**src/rtl/dcache_arb_pkg.sv**
```systemverilog
`default_nettype none
// ============================================================================
// Module      : dcache_arb_pkg
// Description : Shared types for the dcache port arbiter (FSM state encoding
//               and the registered dcache request bundle).
// Revision    : 1.0
// ============================================================================
package dcache_arb_pkg;

    localparam int unsigned DC_ADDR_W = 32;
    localparam int unsigned DC_DATA_W = 32;
    localparam int unsigned DC_SEL_W  = 4;

    typedef enum logic [1:0] {
        ARB_IDLE  = 2'd0,
        ARB_LOAD  = 2'd1,
        ARB_STORE = 2'd2
    } arb_state_e;

    typedef struct packed {
        logic [DC_ADDR_W-1:0] addr;
        logic [DC_DATA_W-1:0] wdata;
        logic [DC_SEL_W-1:0]  sel_byte;
        logic                 w_en;
    } dcache_req_t;

endpackage
`default_nettype wire

```
**src/rtl/dcache_port_arbiter_starve_counter.sv**
```systemverilog
`default_nettype none
// ============================================================================
// Module      : arb_starve_counter
// Description : Saturating up-counter with synchronous clear; flags when the
//               count has reached LIMIT.
// Revision    : 1.0
// ============================================================================
module arb_starve_counter #(
    parameter int unsigned LIMIT = 4
) (
    input  logic clk,
    input  logic rst,
    input  logic i_inc,
    input  logic i_clr,
    output logic o_sat
);

    localparam int unsigned CNT_W = (LIMIT < 1) ? 1 : $clog2(LIMIT + 1);
    localparam logic [CNT_W-1:0] c_LIMIT = CNT_W'(LIMIT);

    logic [CNT_W-1:0] r_cnt;

    // Clear wins over increment so a store grant always restarts the window.
    always_ff @(posedge clk) begin
        if (rst) begin
            r_cnt <= '0;
        end else if (i_clr) begin
            r_cnt <= '0;
        end else if (i_inc && (r_cnt != c_LIMIT)) begin
            r_cnt <= r_cnt + 1'b1;
        end
    end

    assign o_sat = (r_cnt == c_LIMIT);

endmodule
`default_nettype wire

```
**src/rtl/dcache_port_arbiter.sv**
```systemverilog
`default_nettype none
// ============================================================================
// Module      : dcache_port_arbiter
// Description : Shares the single dcache port between LSU loads and store
//               buffer drains; load priority with store urgency overrides.
// Revision    : 1.0
// ============================================================================
module dcache_port_arbiter
    import dcache_arb_pkg::*;
#(
    parameter int unsigned ADDR_WIDTH     = 32,
    parameter int unsigned DATA_WIDTH     = 32,
    parameter int unsigned BYTE_SEL_WIDTH = 4,
    parameter int unsigned STARVE_LIMIT   = 4
) (
    input  logic                      clk,
    input  logic                      rst,

    input  logic [ADDR_WIDTH-1:0]     lsu2arb_addr,
    input  logic [BYTE_SEL_WIDTH-1:0] lsu2arb_sel_byte,
    input  logic                      lsu2arb_req,
    output logic [DATA_WIDTH-1:0]     arb2lsu_rdata,
    output logic                      arb2lsu_ack,
    input  logic                      lsu2arb_fence,
    output logic                      arb2lsu_fence_done,

    input  logic [ADDR_WIDTH-1:0]     stb2arb_addr,
    input  logic [DATA_WIDTH-1:0]     stb2arb_wdata,
    input  logic [BYTE_SEL_WIDTH-1:0] stb2arb_sel_byte,
    input  logic                      stb2arb_req,
    input  logic                      stb2arb_full,
    input  logic                      stb2arb_empty,
    input  logic                      stb2arb_hit,
    output logic                      arb2stb_ack,

    output logic [ADDR_WIDTH-1:0]     arb2dcache_addr,
    output logic [DATA_WIDTH-1:0]     arb2dcache_wdata,
    output logic [BYTE_SEL_WIDTH-1:0] arb2dcache_sel_byte,
    output logic                      arb2dcache_w_en,
    output logic                      arb2dcache_req,
    input  logic [DATA_WIDTH-1:0]     dcache2arb_rdata,
    input  logic                      dcache2arb_ack
);

    arb_state_e  r_state;
    arb_state_e  w_next_state;
    dcache_req_t r_txn;
    logic        r_dcache_req;

    logic w_starved;
    logic w_store_urgent;
    logic w_load_ok;
    logic w_grant_load;
    logic w_grant_store;
    logic w_busy_ack;

    assign w_store_urgent = stb2arb_req & (stb2arb_full | lsu2arb_fence |
                                           (lsu2arb_req & stb2arb_hit) | w_starved);
    assign w_load_ok      = lsu2arb_req & ~stb2arb_hit & ~lsu2arb_fence;
    assign w_busy_ack     = dcache2arb_ack & (r_state != ARB_IDLE);

    always_comb begin
        w_next_state  = r_state;
        w_grant_load  = 1'b0;
        w_grant_store = 1'b0;
        unique case (r_state)
            ARB_IDLE: begin
                if (w_store_urgent) begin
                    w_next_state  = ARB_STORE;
                    w_grant_store = 1'b1;
                end else if (w_load_ok) begin
                    w_next_state  = ARB_LOAD;
                    w_grant_load  = 1'b1;
                end else if (stb2arb_req) begin
                    w_next_state  = ARB_STORE;
                    w_grant_store = 1'b1;
                end
            end
            ARB_LOAD, ARB_STORE: begin
                if (dcache2arb_ack) begin
                    w_next_state = ARB_IDLE;
                end
            end
            default: w_next_state = ARB_IDLE;
        endcase
    end

    // A load only counts toward starvation when a store was actually waiting.
    arb_starve_counter #(
        .LIMIT (STARVE_LIMIT)
    ) u_starve (
        .clk   (clk),
        .rst   (rst),
        .i_inc (w_grant_load & stb2arb_req),
        .i_clr (w_grant_store),
        .o_sat (w_starved)
    );

    always_ff @(posedge clk) begin
        if (rst) begin
            r_state      <= ARB_IDLE;
            r_txn        <= '0;
            r_dcache_req <= 1'b0;
        end else begin
            r_state <= w_next_state;
            if (w_grant_store) begin
                r_txn.addr     <= DC_ADDR_W'(stb2arb_addr);
                r_txn.wdata    <= DC_DATA_W'(stb2arb_wdata);
                r_txn.sel_byte <= DC_SEL_W'(stb2arb_sel_byte);
                r_txn.w_en     <= 1'b1;
                r_dcache_req   <= 1'b1;
            end else if (w_grant_load) begin
                r_txn.addr     <= DC_ADDR_W'(lsu2arb_addr);
                r_txn.wdata    <= '0;
                r_txn.sel_byte <= DC_SEL_W'(lsu2arb_sel_byte);
                r_txn.w_en     <= 1'b0;
                r_dcache_req   <= 1'b1;
            end else if (w_busy_ack) begin
                r_txn.w_en     <= 1'b0;
                r_dcache_req   <= 1'b0;
            end
        end
    end

    assign arb2dcache_addr     = ADDR_WIDTH'(r_txn.addr);
    assign arb2dcache_wdata    = DATA_WIDTH'(r_txn.wdata);
    assign arb2dcache_sel_byte = BYTE_SEL_WIDTH'(r_txn.sel_byte);
    assign arb2dcache_w_en     = r_txn.w_en;
    assign arb2dcache_req      = r_dcache_req;

    assign arb2lsu_ack        = dcache2arb_ack & (r_state == ARB_LOAD);
    assign arb2stb_ack        = dcache2arb_ack & (r_state == ARB_STORE);
    assign arb2lsu_rdata      = arb2lsu_ack ? dcache2arb_rdata : '0;
    assign arb2lsu_fence_done = lsu2arb_fence & stb2arb_empty &
                                (r_state == ARB_IDLE) & ~stb2arb_req;

endmodule
`default_nettype wire

```
**config.mk**
```make
export PLATFORM = sky130hd
export DESIGN_NAME = dcache_port_arbiter
export DESIGN_NICKNAME = d
export VERILOG_FILES = /design/src/rtl/dcache_arb_pkg.sv /design/src/rtl/dcache_port_arbiter_starve_counter.sv /design/src/rtl/dcache_port_arbiter.sv
export SDC_FILE = /design/constraint.sdc
export NUM_CORES = 1
export LEC_CHECK = 0
export BUFFER_PORTS_ARGS = -buffer_cell sky130_fd_sc_hd__buf_4
export CAP_MARGIN = 30
export CORE_ASPECT_RATIO = 0.7
export CORE_UTILIZATION = 40
export DETAILED_ROUTE_END_ITERATION = 6
export GPL_TIMING_DRIVEN = 1
export HOLD_SLACK_MARGIN = 0.1
export PLACE_DENSITY_LB_ADDON = 0.1
export SLEW_MARGIN = 20
export SYNTH_ARGS = -nofsm -noshare
export SYNTH_HDL_FRONTEND = slang
export SYNTH_HIERARCHICAL = 1
export SYNTH_SLANG_ARGS = --single-unit
```
**constraint.sdc**
```tcl
create_clock -name clk -period 2.5 [get_ports clk]
set_clock_uncertainty 0.1 [all_clocks]
set_input_delay 0.5 -clock clk [delete_from_list [all_inputs] [get_ports clk]]
set_output_delay 0.5 -clock clk [all_outputs]
set_load 0.05 [all_outputs]
```
# After elaboration in Yosys (flattened, before gate mapping)
# Index checks and enable logic that the tools add are counted.
[classes]
n_mux = 19
eq_ne = 6
n_reduce_logical = 8
bitwise = 17
addsub = 1
[ops]
columns = ["operator", "n"]
rows = [
  ["69-bit two-way mux", 1],
  ["68-bit two-way mux", 1],
  ["32-bit two-way mux", 1],
  ["1-bit bitwise AND", 11],
  ["1-bit two-way mux", 11],
  ["2-bit two-way mux", 4],
  ["4-bit inequality test, second input constant", 1],
  ["2-bit case mux with 2 select lines", 1],
  ["2-bit nonzero test", 2],
  ["2-bit OR reduction", 2],
  ["3-bit by 1-bit adder with 3-bit output, second input constant", 1],
  ["3-bit == test, second input constant", 1],
  ["3-bit inequality test, second input constant", 1],
  ["1-bit inverter", 3],
  ["1-bit bitwise OR", 3],
  ["3-bit nonzero test", 1],
  ["2-bit by 1-bit == test with 1-bit output, second input constant", 1],
  ["2-bit == test, second input constant", 1],
  ["2-bit logical NOT", 1],
  ["2-bit inequality test, second input constant", 1],
  ["2-bit AND reduction", 1],
  ["1-bit logical AND", 1],
]
[totals]
register_bits = 75
out_inout_bits = 105
wordCells = 58
inputBits = 145

# Longest topological paths before layout
[logic_depth]
ltp_word = 8
mapped_depth = 10
ltp_nobuf = 8

# Cells and area by module
# The synthesis kept the hierarchy.
[modules_own_cells]
columns = ["module", "area_each_um2", "seq_area_each_um2", "cells_per_inst", "n_inst"]
rows = [
  ["dcache_port_arbiter", 3485.8, 1441.4, 382, 1],
  ["arb_starve_counter", 187.7, 60.1, 18, 1],
]

# Least setup slack after synthesis
# OpenSTA, ideal clock, no wires.
[synth_path]
path_type = "flip-flop to output port"
start = "reg r_state[0]"
end = "out arb2lsu_fence_done"
setup_slack_ps = 487
path_buffers = 1
arrival_time_ps = 1413
stages_incl_launch_ff = 6
cell_sequence = "dfxtp_1 inv_1 ha_1 buf_2 nand2b_1 nor2_1"
[synth_via]
elab_chain_cells = 3
[synth_rtl]
columns = ["element", "line", "rtl"]
rows = [
  ["start: declaration", "dcache_port_arbiter.sv:45", "arb_state_e r_state;"],
  ["start signal: assignment", "dcache_port_arbiter.sv:105", "r_state <= w_next_state;"],
  ["2-bit logical NOT", "dcache_port_arbiter.sv:135", "(r_state == ARB_IDLE) & ~stb2arb_req;"],
  ["1-bit bitwise AND", "dcache_port_arbiter.sv:134", "assign arb2lsu_fence_done = lsu2arb_fence & stb2arb_empty &"],
  ["1-bit bitwise AND", "dcache_port_arbiter.sv:135", ""],
  ["end: declaration", "dcache_port_arbiter.sv:25", "output logic arb2lsu_fence_done,"],
]
# Every way passes these cells.

# Worst setup path after layout
# Same ends and word-level chain as after synthesis.

==> qor.txt <==
R2R depth: 8
fin nets: 781
Avg Cell Area, Syn: 9.184 um2
Synth area leaders: dfxtp_1, a211oi_2, a21oi_2
share of layout cells above drive strength 1: 54.96%
initial antenna violation count: 0
pwr/cell area: 720.0 nW/um2
final WL: 11.52 mm
vias in the first global route: 3633
Die Y: 82.18 um
die area: 9577 um2
CP arrival: 1.58 ns
dominant cell type by area after synthesis: dfxtp_1
Post-synth EDFFs: 0
Initial Utilization: 42.28%
Relative slew margins: 64.15%
crit path to: arb2lsu_fence_done
Highest Clock Rate: 0.4582 GHz
# resized after CTS: 0
post-synthesis instance area: 3674 um2
hold buffers post-CTS: 0
fin. max-slew vios: 0
status: completed
drt wl/cell: 15.26 um
top-count cell post-synth: dfxtp_1
Async SR Flop Fraction: 0%
Finished Core Util: 67.77%
Longest Clk Path Bufs: 2
Net Sw Frac: 37.01%
H-tree depth: 3
top cell type's share of synthesized area: 40.87%
Sw Pwr: 0.001569 W
R2R Setup Slk: 0.39 ns
Least-Margin Pin Slew: 0.5377 ns
Comb pwr share: 37.0%
worst-skew pair later-pin latency: 0.32 ns
peak supply drop: 0.4158 mV
CP Capture Type: output pin
Clock Pin Slew Worst Setup and Hold Paths: 0.06 ns
crit path from: r_state[0]$_SDFFE_PP0P_
most frequent cells after synthesis: dfxtp_1, nor2_1, nand2_1
clock share of power: 30.0%
syn nets: 550
number of max-cap violations: 0
cell row count: 28
FF-to-FF Start: u_starve/r_cnt[0]$_SDFFE_PP0P_
PortBufs: 249
via density per instance: 5.061
final setup vio count: 0
IO Pins: 250
hold crit path type: input port to register
Post-CTS Setup Bufs: 0
Pleak: 2.826 nW
CP Launch Type: register
iteration count of the initial detailed-routing pass: 5
Die Wd: 116.5 um
largest net degree at the start of global routing: 47
unique cell type count in the Yosys netlist: 35
cts bufs inserted: 9
Final period util: 87.30%
Synth Warn #: 6
Final ANT Viol Nets: 0
grt total ovfl: 0
CP Max Fanout: 8
Flop pwr share: 33.1%
Inserted Diodes: 0
Seq/Total Area, Yosys: 40.87%
clock sinks: 75
Setup TNS: 0 ns
Core ar.: 8688 um2
gp weighted congestion: 0.7331
Main synth FF type: dfxtp_1
internal cell power: 0.002670 W
Layout area overhead: 60.29%
fillcell total: 712
WP data required: 1.90 ns
CTS tree: done
Hold Violations, Final: 0
Mapped Cells: 400
clk root buf: clkbuf_16
RSZ-0062 raised after global routing: false
via count: 3821
reg2reg end: arb2dcache_sel_byte[2]$_SDFFE_PP0P_
Crit Path Category: register to output pin
min cycle time layout: 2.182 ns
first-pass GRT wire length: 17.22 mm
Residual DRC: 0
post-DP HPWL: 8.390 mm
Iteration-0 DRC Markers: 151
total track usage: 23.25%
Seq cells post-synth: 75
## kinds of logic after synthesis
family / count (synthesis) / synth area share [%]
AND/OR/NAND/NOR: 157 / 19.69
AO/OA/AOI/OAI: 116 / 29.63
flip-flops: 75 / 40.87
buffers and inverters: 43 / 6.914
adder cells (fa/ha/maj): 5 / 1.703
multiplexers: 4 / 1.192
## critical path, stage by stage, from the launching register on
cell,delay (ns)
dfxtp_1,0.31
inv_1,0.09
ha_1,0.34
nand2b_1,0.16
nor2_1,0.14
buf_4,0.21
## layout by cell type (no fill, tap or decap), types with 2 or more instances in the layout
master	instances
mux2_1	2
o21ai_0	2
nor2_1	74
nand2_1	39
inv_6	2
buf_12	5
clkinvlp_4	2
a21oi_1	3
a21oi_2	36
and2_1	3
buf_4	252
a211oi_2	36
a22oi_1	32
dfxtp_1	75
inv_1	5
and3_1	32
nor3b_1	3
ha_1	5
clkbuf_16	9
## cell type report
class	instances	area, um2	share of cell area [%]
clock buffers	10	229.0	3.889
well taps	120	150.1	2.550
flip-flops and latches	75	1501	25.50
inverters	6	27.53	0.4675
repair buffers	257	1992	33.83
multi-input cells	282	1926	32.70
clock inverters	5	62.56	1.062
## power groups by stage
stage | sequential, W | clock, W | combinational, W
finish | 0.00140 | 0.00127 | 0.00157
global route | 0.00142 | 0.00136 | 0.00167
CTS | 0.00140 | 0.00130 | 0.00158
detailed placement | 0.00142 | 0 | 0.00157
global placement | 0.00142 | 0 | 0.00154
floorplan | 0.00187 | 0 | 0.000620
## layer usage
layer  vias to the layer above  track usage, %  share of wire [%]
li1                       1866               -                  -
met1                      1798           26.31                 40
met2                       142           42.31                 51
met3                        15           7.226                7.5
met4                         0           6.962                1.6
met5                         -               0                  0
## metrics by stage
stage / cells / instance area [um2] / hold WS, ns / power (W) / setup slack (ns)
CTS: 755 / 5888 / 0.3109 / 0.004281 / 0.3016
global placement: 740 / 5597 / 0.3735 / 0.002965 / 0.3802
finish: 755 / 5888 / 0.3191 / 0.004239 / 0.3175
global route: 755 / 5888 / 0.3118 / 0.004442 / 0.1708
floorplan: 400 / 3674 / 0.3909 / 0.002485 / 0.4875
detailed placement: 740 / 5597 / 0.3833 / 0.002997 / 0.3094
## sequential cells by signal (all words and copies together), names as in the netlist
register             flops
arb2dcache_req           1
arb2dcache_wdata        32
arb2dcache_w_en          1
u_starve/r_cnt           3
arb2dcache_addr         32
r_state                  2
arb2dcache_sel_byte      4
## how the worst min path moves through the flow
stage,slack (ns),cells past startpoint,end,start
6_report,0.32,3,arb2dcache_wdata[7]$_SDFFE_PP0P_,stb2arb_wdata[7]
5_1_grt,0.31,3,arb2dcache_wdata[30]$_SDFFE_PP0P_,stb2arb_wdata[30]
4_1_cts,0.31,3,arb2dcache_wdata[26]$_SDFFE_PP0P_,stb2arb_wdata[26]
3_5_place_dp,0.38,2,arb2dcache_req$_SDFFE_PP0P_,arb2dcache_req$_SDFFE_PP0P_
3_3_place_gp,0.37,2,arb2dcache_w_en$_SDFFE_PP0P_,arb2dcache_w_en$_SDFFE_PP0P_
2_1_floorplan,0.39,2,r_state[1]$_SDFFE_PP0P_,r_state[1]$_SDFFE_PP0P_
Power figures use the tool's default switching activity.
